[config.mk]
export PLATFORM = sky130hd
export DESIGN_NAME = seven_seg_capture
export DESIGN_NICKNAME = d
export VERILOG_FILES = /design/src/rtl/seven_seg_capture.sv
export SDC_FILE = /design/constraint.sdc
export NUM_CORES = 1
export LEC_CHECK = 0
export ABC_AREA = 0
export CAP_MARGIN = 30
export CORE_MARGIN = 10
export CORE_UTILIZATION = 50
export CTS_CLUSTER_DIAMETER = 80
export DETAILED_ROUTE_END_ITERATION = 6
export PLACE_DENSITY = 0.75
export SYNTH_ARGS = -nofsm -noshare
export SYNTH_HDL_FRONTEND = slang
export SYNTH_SLANG_ARGS = --single-unit
[constraint.sdc]
create_clock -name clk -period 2.8 [get_ports clk]
set_input_delay 0.28 -clock clk [delete_from_list [all_inputs] [get_ports clk]]
set_output_delay 0.28 -clock clk [all_outputs]
set_load 0.1 [all_outputs]
[src/rtl/seven_seg_capture.sv]
// Purpose: receive side of a multiplexed active-low 7-seg bus; decodes each settled digit back to BCD and assembles frames.
// Latency: 2 sync + STABLE_CYCLES cycles from input edge to capture, +1 cycle to frame_valid.
// Backpressure: frame held on digits_out until frame_ready; a frame completing while one is still held is dropped (sticky overrun).
// Optional: define SEG_CAPTURE_ERRCNT_EN to add err_count, a saturating count of captures that decoded to an invalid pattern.
module seven_seg_capture #(
    parameter int NUM_DIGITS    = 4,
    parameter int STABLE_CYCLES = 4
) (
    input  logic                    clk,
    input  logic                    rst_n,
    input  logic [6:0]              seg_in,
    input  logic [NUM_DIGITS-1:0]   an_in,
    input  logic                    frame_ready,
    output logic                    frame_valid,
    output logic [4*NUM_DIGITS-1:0] digits_out,
    output logic [NUM_DIGITS-1:0]   digit_err,
    output logic                    overrun
`ifdef SEG_CAPTURE_ERRCNT_EN
    ,
    output logic [7:0]              err_count
`endif
);

    localparam int CW = $clog2(STABLE_CYCLES + 1);

    typedef enum logic [1:0] {IDLE, SETTLE, CAPTURED} state_t;

    state_t                  state, state_nxt;
    logic [CW-1:0]           cnt, cnt_nxt;
    logic                    capture;
    logic [6:0]              seg_s1, seg_s2, seg_p;
    logic [NUM_DIGITS-1:0]   an_s1, an_s2, an_p;
    logic [NUM_DIGITS-1:0]   seen;
    logic [4*NUM_DIGITS-1:0] buf_dig;
    logic [NUM_DIGITS-1:0]   buf_err;
    logic                    an_ok;
    logic                    changed;
    logic                    complete;
    logic [3:0]              dec_val;
    logic                    dec_err;

    // Inverse of the segment encoder; blank maps to F, anything unknown to E.
    function automatic logic [4:0] seg_decode(input logic [6:0] s);
        case (s)
            7'b1000000: return 5'h00;
            7'b1111001: return 5'h01;
            7'b0100100: return 5'h02;
            7'b0110000: return 5'h03;
            7'b0011001: return 5'h04;
            7'b0010010: return 5'h05;
            7'b0000010: return 5'h06;
            7'b1111000: return 5'h07;
            7'b0000000: return 5'h08;
            7'b0010000: return 5'h09;
            7'b1111111: return 5'h0F;
            default:    return 5'h1E;
        endcase
    endfunction

    // Two-flop synchronizers plus one-cycle-old copy for change detection; idle bus is all-high.
    always_ff @(posedge clk or negedge rst_n) begin
        if (!rst_n) begin
            seg_s1 <= '1;
            seg_s2 <= '1;
            seg_p  <= '1;
            an_s1  <= '1;
            an_s2  <= '1;
            an_p   <= '1;
        end else begin
            seg_s1 <= seg_in;
            seg_s2 <= seg_s1;
            seg_p  <= seg_s2;
            an_s1  <= an_in;
            an_s2  <= an_s1;
            an_p   <= an_s2;
        end
    end

    assign an_ok    = $onehot(~an_s2);
    assign changed  = ({an_s2, seg_s2} != {an_p, seg_p});
    assign complete = &seen;
    assign {dec_err, dec_val} = seg_decode(seg_s2);

    // Dwell tracking: count identical samples, capture once per dwell when the count hits STABLE_CYCLES.
    always_comb begin
        state_nxt = state;
        cnt_nxt   = cnt;
        capture   = 1'b0;
        case (state)
            IDLE: begin
                if (an_ok) begin
                    state_nxt = SETTLE;
                    cnt_nxt   = CW'(1);
                end else begin
                    cnt_nxt = '0;
                end
            end
            SETTLE: begin
                if (!an_ok) begin
                    state_nxt = IDLE;
                    cnt_nxt   = '0;
                end else if (changed) begin
                    cnt_nxt = CW'(1);
                end else begin
                    cnt_nxt = cnt + CW'(1);
                    if (cnt_nxt == CW'(STABLE_CYCLES)) begin
                        capture   = 1'b1;
                        state_nxt = CAPTURED;
                    end
                end
            end
            CAPTURED: begin
                if (!an_ok) begin
                    state_nxt = IDLE;
                    cnt_nxt   = '0;
                end else if (changed) begin
                    state_nxt = SETTLE;
                    cnt_nxt   = CW'(1);
                end
            end
            default: begin
                state_nxt = IDLE;
                cnt_nxt   = '0;
            end
        endcase
    end

    // FSM state and dwell counter.
    always_ff @(posedge clk or negedge rst_n) begin
        if (!rst_n) begin
            state <= IDLE;
            cnt   <= '0;
        end else begin
            state <= state_nxt;
            cnt   <= cnt_nxt;
        end
    end

    // Working buffer and seen mask; the active anode is one-cold, so ~an_s2 is the slot's one-hot bit.
    always_ff @(posedge clk or negedge rst_n) begin
        if (!rst_n) begin
            buf_dig <= '0;
            buf_err <= '0;
            seen    <= '0;
        end else begin
            seen <= (complete ? '0 : seen) | (capture ? ~an_s2 : '0);
            for (int k = 0; k < NUM_DIGITS; k++) begin
                if (capture && !an_s2[k]) begin
                    buf_dig[4*k +: 4] <= dec_val;
                    buf_err[k]        <= dec_err;
                end
            end
        end
    end

    // Output frame register with valid/ready hold; a completed frame that cannot load is dropped.
    always_ff @(posedge clk or negedge rst_n) begin
        if (!rst_n) begin
            frame_valid <= 1'b0;
            digits_out  <= '0;
            digit_err   <= '0;
            overrun     <= 1'b0;
        end else if (complete) begin
            if (!frame_valid || frame_ready) begin
                frame_valid <= 1'b1;
                digits_out  <= buf_dig;
                digit_err   <= buf_err;
            end else begin
                overrun <= 1'b1;
            end
        end else if (frame_ready) begin
            frame_valid <= 1'b0;
        end
    end

`ifdef SEG_CAPTURE_ERRCNT_EN
    // Saturating count of captures that decoded to an invalid pattern.
    always_ff @(posedge clk or negedge rst_n) begin
        if (!rst_n) begin
            err_count <= '0;
        end else if (capture && dec_err && (err_count != 8'hFF)) begin
            err_count <= err_count + 8'd1;
        end
    end
`endif

endmodule

==> results by group, run 1 <==
Place
  – Post-detail-place hpwl: roughly 3900 um
  – Placement Cell Area: 3740 sq um
  – Worst slack, placed: -64.7 ps
  – Placer Congestion: 0.753
  – Input/output buffers: 35

Setup path
  – Type of origin of the critical path: flip-flop
  – CP max stage cell: fa_1
  – CP peak stage delay: between 500 and 600 ps
  – WS Path Type: flip-flop to flip-flop
  – Crit-path max FO: 4
  – CP required: 3030 ps
  – Worst-case reg-to-reg path depth: 10
  – Critical Path, Cell by Cell: fa_1, inv_1, ha_1, ha_1, nor3b_2, nand3_2, buf_4, nor3_4, buf_4, mux2_2
  – Crit path DAT: 2940 ps
  – CP Capture Type: flip-flop

Synth
  – Area share of the largest cell type after synthesis: 0.384
  – Top-count cell post-synth: dfrtp_1
  – Syn nets: 249
  – Post-synthesis cell count: 230
  – Largest area contributor in the netlist: dfrtp_1
  – Most frequently used flop master after synthesis: dfrtp_1
  – Sequential area share after synthesis: 0.645
  – Synth async-reset ratio: 1.00
  – Synth Cell Area: about 3300 sq um
  – Synth top area cells: dfrtp_1, dfstp_2, mux2_2
  – Seq cells post-synth: 84
  – Syn. warnings: 0
  – Syn Area/Cell: roughly 14 sq um
  – Post-synth EDFFs: 0
  – Post-synth cell types: a little over 40
  – Post-synth top cells: dfrtp_1, mux2_2, dfstp_2, nor2_1, xor2_1

Clock tree
  – Root Driver: clkbuf_8
  – H-tree levels: 3
  – Clk_lat worst skew: about 350 ps
  – Bufs on Longest Clock Path: 2
  – Num CTS Buffers: 9
  – CTS tree: done
  – Clk slew on worst S/H paths: around 90 ps
  – Clock sinks: 84

STA
  – Final hold vios: 0
  – Setup violations, final: 0
  – Final setup margin: between 90 and 100 ps
  – Worst-Margin Slew: 456 ps
  – Max-Slew Margin vs Limit: 0.691
  – Clock Skew: between 10 and 15 ps
  – FMAX: 370 MHz
  – Final Max Slew Viols: 0
  – Final period utilization: 0.966
  – Min Clock Period, post-route: between 2000 and 3000 ps

Pwr
  – Leak Pwr: around 1.9 nW
  – PD cells: between 500 and 600 nW/um^2
  – VDD IR max: 0.000381 V

GRT
  – Grt peak-use layer: met2
  – Met3 Track Usage GR: 0.0429
  – Vias in the first global route: around 1.9k
  – Total track usage: 0.112
  – First-pass GRT wire length: roughly 9300 um
  – Overflow after GRT: 0
  – Met2 Usage GRT: 0.167
  – Largest net degree at the start of global routing: roughly 70
  – Antenna violations before repair: 0
  – Met1 Use GR: 0.144

Floorplan
  – Row cnt: 29
  – Placeable core area: approximately 6400 sq um
  – I/O pin count: 36
  – Die width: between 100 and 150 um
  – Initial cell density of the core: 0.520
  – Die ar.: 10300 sq um
  – Chip Height: slightly above 100 um

Layout
  – # diodes: 0
  – Area growth syn-to-layout: 19.0%
  – Seq. cell area: 2140 sq um
  – Fin util: 0.619
  – Final Instance Area: between 3000 and 4000 sq um
  – Share of layout cells above drive strength 1: 0.442
  – Layout net count: 297
  – Layout filler cell count: between 500 and 600
  – Multi-input logic area: approximately 1100 sq um

Route
  – Via Count: 1903
  – DR WL/cell: 15.2 um
  – DR DRC count: 0
  – DRT Pass-1 Iters: 4
  – Via density: 5.29
  – Drt initial violations: 45
  – Detailed Route WL: 5470 um
  – Routed Antenna Nets: 0

Hold path
  – Worst hold path type: input pin to async pin

Outcome
  – Status: finished, final reports clean

Run
  – Max cap viols: 0
==> layout make-up <==
cell class              count  share of cell area
flip-flops and latches     84               0.542
multi-input cells         131               0.284
clock buffers               9              0.0313
clock inverters             7              0.0130
well taps                  77              0.0244
inverters                   7             0.00665
repair buffers             45              0.0988
==> critical path, delay by kind of cell (launching register included) <==
| kind | cells | cell delay [ps] |
|---|---|---|
| AND/OR/NAND/NOR | 3 | 490 |
| flip-flops | 1 | 390 |
| adder cells (fa/ha/maj) | 3 | 1000 |
| multiplexers | 1 | 330 |
| buffers and inverters | 3 | 400 |
==> state kept, by name, indices dropped and copies added (netlist names) <==
signal,cells
cnt,3
seg_s1,7
buf_err,4
seen,4
seg_s2,7
state,2
an_p,4
digits_out,16
an_s1,4
seg_p,7
digit_err,4
overrun,1
an_s2,4
buf_dig,16
frame_valid,1
==> power breakdown <==
part	switching, mW	internal (mW)
registers	0.0299	1.26
logic	0.0643	0.0549
clock network	0.434	0.326
total	0.529	1.64
==> layer usage <==
metal	wire, um	part of all wire
met4	59	0.011
met5	0	0
met1	2500	0.46
met2	2580	0.47
met3	334	0.061
==> worst paths after layout <==
| check | from | endpoint | slack [ps] |
|---|---|---|---|
| worst max-delay path | an_s2[0]$_DFF_PN1_ | buf_dig[10]$_DFFE_PN0P_ | 100 |
| worst min-delay path | rst_n | digit_err[2]$_DFFE_PN0P_ | 320 |
| worst max register to register | an_s2[0]$_DFF_PN1_ | buf_dig[10]$_DFFE_PN0P_ | 100 |
| worst min register to register | an_s1[0]$_DFF_PN1_ | an_s2[0]$_DFF_PN1_ | 360 |
| max in group asynchronous | rst_n | seg_p[1]$_DFF_PN1_ | 1850 |
| min in group clk | seg_in[6] | seg_s1[6]$_DFF_PN1_ | 340 |
==> cell usage in the layout, fill, tap and decap left out, types with 2 or more instances in the layout <==
cell type	Yosys	final
a22oi_1	3	3
a21oi_1	7	7
a21o_1	4	4
nor3_1	4	4
o311ai_1	2	2
mux2_1	6	6
buf_4	0	31
mux2_2	34	34
nor3_4	4	4
nor2b_1	2	2
nor4_2	2	2
ha_1	4	4
xor2_1	11	11
dfrtp_1	51	51
nand3_1	3	2
o21ai_0	3	3
dfstp_2	33	33
nand2b_1	2	2
clkinvlp_4	0	2
nand4_1	2	2
nor2_1	13	13
nand2_1	8	8
clkdlybuf4s50_1	0	12
inv_6	0	2
inv_1	7	7
clkbuf_8	0	9
clkinv_2	0	2
==> cells by family after synthesis <==
group / after synthesis / synth area share
flops: 84 / 0.645
mux: 40 / 0.136
xor+xnor: 11 / 0.0290
simple gates: 50 / 0.0998
fa+ha+maj: 5 / 0.0211
compound gates: 25 / 0.0490
buf+inv: 15 / 0.0203
==> through the flow <==
step	std cells	power, mW	TNS (ps)	hold slack (ps)
floorplan	230	1.36	0	-15.6
global placement	339	1.42	0	345
detailed placement	340	1.43	-377	149
CTS	360	2.20	0	309
global route	360	2.27	-5.81	313
finish	360	2.17	0	317
==> what timing repair did <==
item,4_1_cts,5_1_grt
buffers inserted,3,0
gates resized for setup,0,1
hold buffers,1,0
setup endpoints to repair,20,20
hold endpoints to repair,13,0
pin swaps,2,1
(Power assumes the default switching activity.)
==> run 2, diff against run 1 <==
CORE_ASPECT_RATIO = 1.1   (was default)
==> run 2 against run 1 <==
  * Count of clock-buffer cells in the layout is the same
  * Combinational power grew 3%
  * Core utilization shrank 0.79 points
  * Global-route usage grew 0.38 points
  * Worst setup slack gained 29 ps
  * Register-to-register slack gained 30 ps
  * Critical endpoint is now buf_dig[9]$_DFFE_PN0P_
  * Clock power grew 12%
  * Die area is essentially flat
  * Hold slack lost 33 ps
  * Non-clock buffer count shrank 2
==> results by group, run 2 (same netlist as run 1, synthesis figures left out) <==
Pwr
  – Leak Pwr: 1.90 nW
  – PD cells: about 570 nW/um^2
  – VDD IR max: 0.000434 V

Route
  – Via Count: ~1.9k
  – Routed Antenna Nets: 0
  – Via density: approximately 5.2
  – DR WL/cell: 15.4 um
  – DR DRC count: 0
  – Detailed Route WL: roughly 5600 um
  – DRT Pass-1 Iters: 4
  – Drt initial violations: 42

Clock tree
  – Root Driver: clkbuf_8
  – Clk_lat worst skew: 350 ps
  – Bufs on Longest Clock Path: 2
  – H-tree levels: 3
  – CTS tree: done
  – Clock sinks: 84
  – Num CTS Buffers: 9
  – Clk slew on worst S/H paths: about 90 ps

Layout
  – Layout filler cell count: 524
  – Largest regs: buf_dig: 16 flops, digits_out: 16 flops
  – Multi-input logic area: between 1000 and 1500 sq um
  – # diodes: 0
  – Share of layout cells above drive strength 1: 0.438
  – Layout net count: roughly 300
  – Commonest non-fill, non-tap cell in the layout: dfrtp_1
  – Seq. cell area: 2140 sq um
  – Area growth syn-to-layout: 19.8%
  – Most frequent cells in the layout: dfrtp_1, dfstp_2, mux2_2

STA
  – Final hold vios: 0
  – Setup violations, final: 0
  – TNS Setup: 0 ps
  – Final setup margin: approximately 120 ps
  – RSZ-0062 raised after global routing: false
  – Min Clock Period, post-route: 2680 ps
  – FMAX: 374 MHz
  – Final period utilization: 0.956
  – Clock Skew: roughly 10 ps
  – Max-Slew Margin vs Limit: 0.666
  – Final Max Slew Viols: 0
  – Worst-Margin Slew: between 400 and 500 ps

GRT
  – Antenna violations before repair: 0
  – Vias in the first global route: between 2k and 2.5k
  – Overflow after GRT: 0
  – Largest net degree at the start of global routing: between 70 and 80
  – First-pass GRT wire length: roughly 9800 um
  – Total track usage: 0.116

Floorplan
  – Die ar.: approximately 10000 sq um
  – Die width: about 100 um
  – Chip Height: around 110 um
  – Placeable core area: 6520 sq um
  – I/O pin count: 36
  – Row cnt: 31
  – Initial cell density of the core: 0.510

Setup path
  – CP required: approximately 3000 ps
  – Crit-path max FO: 6
  – Type of origin of the critical path: flip-flop
  – WS Path Type: flip-flop to flip-flop
  – R2R Setup Slk: 120 ps
  – CP Capture Type: flip-flop
  – Crit path DAT: roughly 3000 ps

Place
  – Input/output buffers: 35
  – Post-detail-place hpwl: 3890 um
  – Worst slack, placed: roughly 21 ps
  – Placer Congestion: slightly below 0.8

Outcome
  – Status: finished, final reports clean

Run
  – Max cap viols: 0

Hold path
  – Worst hold path type: input pin to async pin
-- run 2: area by class of cell --
class / instances / area share
inverters: 7 / 0.00660
repair buffers: 43 / 0.0943
flip-flops and latches: 84 / 0.538
clock inverters: 7 / 0.0185
clock buffers: 9 / 0.0311
well taps: 82 / 0.0258
multi-input cells: 131 / 0.285
-- run 2: through the flow --
step,hold slack (ps),util,area (sq um),power [mW],std cells
floorplan,-15.6,-,3330,1.36,230
global placement,346,0.571,3720,1.42,344
detailed placement,122,0.575,3750,1.43,345
CTS,272,0.607,3950,2.30,362
global route,296,0.611,3980,2.38,363
finish,284,0.611,3980,2.27,363
-- run 2: final timing paths --
| path | startpoint | end | depth (start not counted) |
|---|---|---|---|
| worst max register to register | an_s2[0]$_DFF_PN1_ | buf_dig[9]$_DFFE_PN0P_ | 10 |
| worst max-delay path | an_s2[0]$_DFF_PN1_ | buf_dig[9]$_DFFE_PN0P_ | 10 |
| worst min register to register | an_s1[0]$_DFF_PN1_ | an_s2[0]$_DFF_PN1_ | 0 |
| min in group clk | seg_in[3] | seg_s1[3]$_DFF_PN1_ | 1 |
| worst min-delay path | rst_n | digits_out[1]$_DFFE_PN0P_ | 2 |
| max in group asynchronous | rst_n | seg_s1[5]$_DFF_PN1_ | 3 |
-- run 2: worst max-delay path: stages (launching register included) --
cell	delay [ps]
dfstp_2	380
fa_1	520
inv_1	40
ha_1	170
ha_1	280
nor3b_2	170
buf_4	150
nand3_4	130
nor3_4	200
buf_4	180
mux2_2	330
-- run 2: repair_timing --
action | CTS | global route
buffers inserted | 0 | 1
hold buffers | 1 | 0
hold endpoints to repair | 8 | 0
resized for setup | 0 | 4
endpoints found under the setup margin | 0 | 20
-- run 2: power by group --
group | internal (mW) | leakage (nW) | switching (mW)
clock network | 0.418 | 0.100 | 0.436
logic | 0.0550 | 0.746 | 0.0676
registers | 1.26 | 1.06 | 0.0307
total | 1.73 | 1.90 | 0.534
-- run 2: layer usage --
layer  part of all wire  vias up  GRT usage  wire, um
li1                   -      895          -         -
met1               0.45      949      0.140      2530
met2               0.48       34      0.182      2710
met3              0.043       10     0.0366       242
met4              0.021        0     0.0593       117
met5                  0        -          0         0
==> run 3, diff against run 2 <==
CORE_MARGIN = 2   (was 10)
CORE_UTILIZATION = 49   (was 50)
PLACE_DENSITY = 0.74   (was 0.75)
==> run 3 against run 2 <==
  * Sequential power barely moved
  * Final area is 0.57% higher
  * Non-clock buffer count rose by 4
  * First-iteration DRC count rose by 19%
  * Via count increased by 2.3%
  * Die area decreased by 28%
  * Clock skew fell by 4.0 ps
  * Core utilization is 0.38 points lower
  * Register-to-register slack about the same
  * Total power shrank 1.8%
  * Highest routed layer unchanged
==> results by group, run 3 (same netlist as run 1, synthesis figures left out) <==
Route
  – DRT Pass-1 Iters: 4
  – DR WL/cell: ~15 um
  – DR DRC count: 0
  – Routed Antenna Nets: 0
  – Via Count: 1931
  – Drt initial violations: 50
  – Via density: between 5 and 6
  – Detailed Route WL: ~5400 um

Hold path
  – Worst hold path type: input pin to async pin

Place
  – Post-detail-place hpwl: 3580 um
  – Input/output buffers: 35
  – Placer Congestion: 0.792

Pwr
  – VDD IR max: around 0.00038 V
  – Internal cell power: ~1.7 mW
  – Net switching power: 0.500 mW
  – Comb pwr share: 0.054
  – Seq pwr share: 0.579
  – Net Sw Frac: 0.224
  – Leak Pwr: approximately 1.9 nW
  – Clock share of power: 0.367
  – PD cells: 557 nW/um^2

Layout
  – Share of layout cells above drive strength 1: 0.435
  – Layout net count: 299
  – Area growth syn-to-layout: 20.5%
  – Layout filler cell count: around 540
  – # diodes: 0
  – Commonest non-fill, non-tap cell in the layout: dfrtp_1
  – Largest regs: buf_dig: 16 flops, digits_out: 16 flops
  – Most frequent cells in the layout: dfrtp_1, mux2_2, dfstp_2
  – Fin util: 0.607

GRT
  – Overflow after GRT: 0
  – Met2 Usage GRT: 0.246
  – Met3 Track Usage GR: 0.0450
  – First-pass GRT wire length: around 9300 um
  – Total track usage: 0.167
  – Vias in the first global route: between 1.5k and 2k
  – Grt peak-use layer: met2
  – Antenna violations before repair: 0
  – Met1 Use GR: 0.228
  – Largest net degree at the start of global routing: 72

Clock tree
  – Root Driver: clkbuf_8
  – H-tree levels: 3
  – Num CTS Buffers: 9
  – Bufs on Longest Clock Path: 2
  – Clk_lat worst skew: around 350 ps
  – CTS tree: done
  – Clk slew on worst S/H paths: 80 ps
  – Clock sinks: 84

Floorplan
  – Die width: ~83 um
  – Die ar.: about 7500 sq um
  – I/O pin count: 36
  – Placeable core area: approximately 6600 sq um
  – Chip Height: between 90 and 100 um
  – Row cnt: 31
  – Initial cell density of the core: 0.504

Run
  – Max cap viols: 0

Setup path
  – CP max stage cell: fa_1
  – RR Startpoint: an_s2[0]$_DFF_PN1_
  – Type of origin of the critical path: flip-flop
  – CP required: between 3000 and 4000 ps
  – WS Path Type: flip-flop to flip-flop
  – Top delay family on crit path: adder cells
  – R2R Setup Slk: between 100 and 150 ps
  – Crit path DAT: approximately 2900 ps
  – Critical Path, Cell by Cell: fa_1, inv_1, ha_1, ha_1, nor3b_2, nand3_2, buf_6, nor3_4, buf_6, mux2_2
  – CP peak stage delay: 530 ps
  – Buf/Inv on CP: 3
  – Crit-path max FO: 6
  – Worst-case reg-to-reg path depth: 10
  – RR Endpoint: buf_dig[15]$_DFFE_PN0P_
  – CP Capture Type: flip-flop

STA
  – Final Max Slew Viols: 0
  – WHS: 315 ps
  – TNS Setup: 0 ps
  – Max-Slew Margin vs Limit: 0.685
  – Final hold vios: 0
  – Setup violations, final: 0
  – Final period utilization: 0.950
  – Min Clock Period, post-route: 2660 ps
  – Worst-Margin Slew: 470 ps
  – Clock Skew: between 5 and 6 ps
  – FMAX: 376 MHz

Outcome
  – Status: finished, final reports clean
run 3: cell count changes in the layout (fill, tap and decap cells not counted), moves of 2 or more:
cell      change
buf_6         +2
clkbuf_1      +3
inv_6         -3
mux2_2        +2
mux2_4        -2
run 3: metal layers:
layer / share of wire / wire length, um
met1: 0.45 / 2440
met5: 0 / 0
met3: 0.038 / 204
met2: 0.48 / 2600
met4: 0.027 / 146
run 3: timing repair:
action | in CTS | in global routing
gates resized for setup | 0 | 3
pin swaps | 2 | 4
hold endpoints to repair | 13 | 0
buffers inserted | 3 | 2
endpoints found under the setup margin | 20 | 20
hold buffers | 1 | 0
run 3: worst max-delay path by stage:
stage	start	endpoint	cells after the start
global placement	an_s2[0]$_DFF_PN1_	buf_dig[11]$_DFFE_PN0P_	8
detailed placement	an_s2[0]$_DFF_PN1_	buf_dig[11]$_DFFE_PN0P_	8
CTS	an_s2[0]$_DFF_PN1_	buf_dig[15]$_DFFE_PN0P_	9
global route	an_s2[0]$_DFF_PN1_	buf_dig[12]$_DFFE_PN0P_	10
finish	an_s2[0]$_DFF_PN1_	buf_dig[15]$_DFFE_PN0P_	10
floorplan	an_s2[1]$_DFF_PN1_	buf_dig[13]$_DFFE_PN0P_	8
run 3: area by class of cell:
| class | count | area (sq um) | share of cell area |
|---|---|---|---|
| inverter | 7 | 26.3 | 0.00656 |
| clock inverter | 4 | 50.0 | 0.0125 |
| clock buffer | 12 | 135 | 0.0338 |
| timing repair buffer | 47 | 425 | 0.106 |
| tap | 82 | 103 | 0.0256 |
| sequential | 84 | 2140 | 0.535 |
| multi-input combinational | 131 | 1120 | 0.280 |
run 3: power by group through the flow:
stage | clock, mW | sequential [mW] | combinational (mW)
after global placement | 0 | 1.31 | 0.110
final | 0.818 | 1.29 | 0.120
after global routing | 0.891 | 1.30 | 0.137
after CTS | 0.850 | 1.29 | 0.120
after floorplan | 0 | 1.30 | 0.0620
after detailed placement | 0 | 1.31 | 0.117
run 3: metrics by stage:
step / power (mW) / setup WS [ps] / cells / area [sq um]
finish: 2.23 / 139 / 367 / 4000
detailed placement: 1.43 / -94.6 / 345 / 3750
global route: 2.32 / -1.68 / 367 / 4000
floorplan: 1.36 / 72.7 / 230 / 3330
CTS: 2.26 / 12.8 / 365 / 3980
global placement: 1.42 / -19.5 / 344 / 3720
run 3: worst register-to-register path, stage by stage (launching register included):
cell and delay (ps):
dfstp_2 380, fa_1 530, inv_1 40, ha_1 170, ha_1 280, nor3b_2 210
nand3_2 120, buf_6 150, nor3_4 180, buf_6 150, mux2_2 330
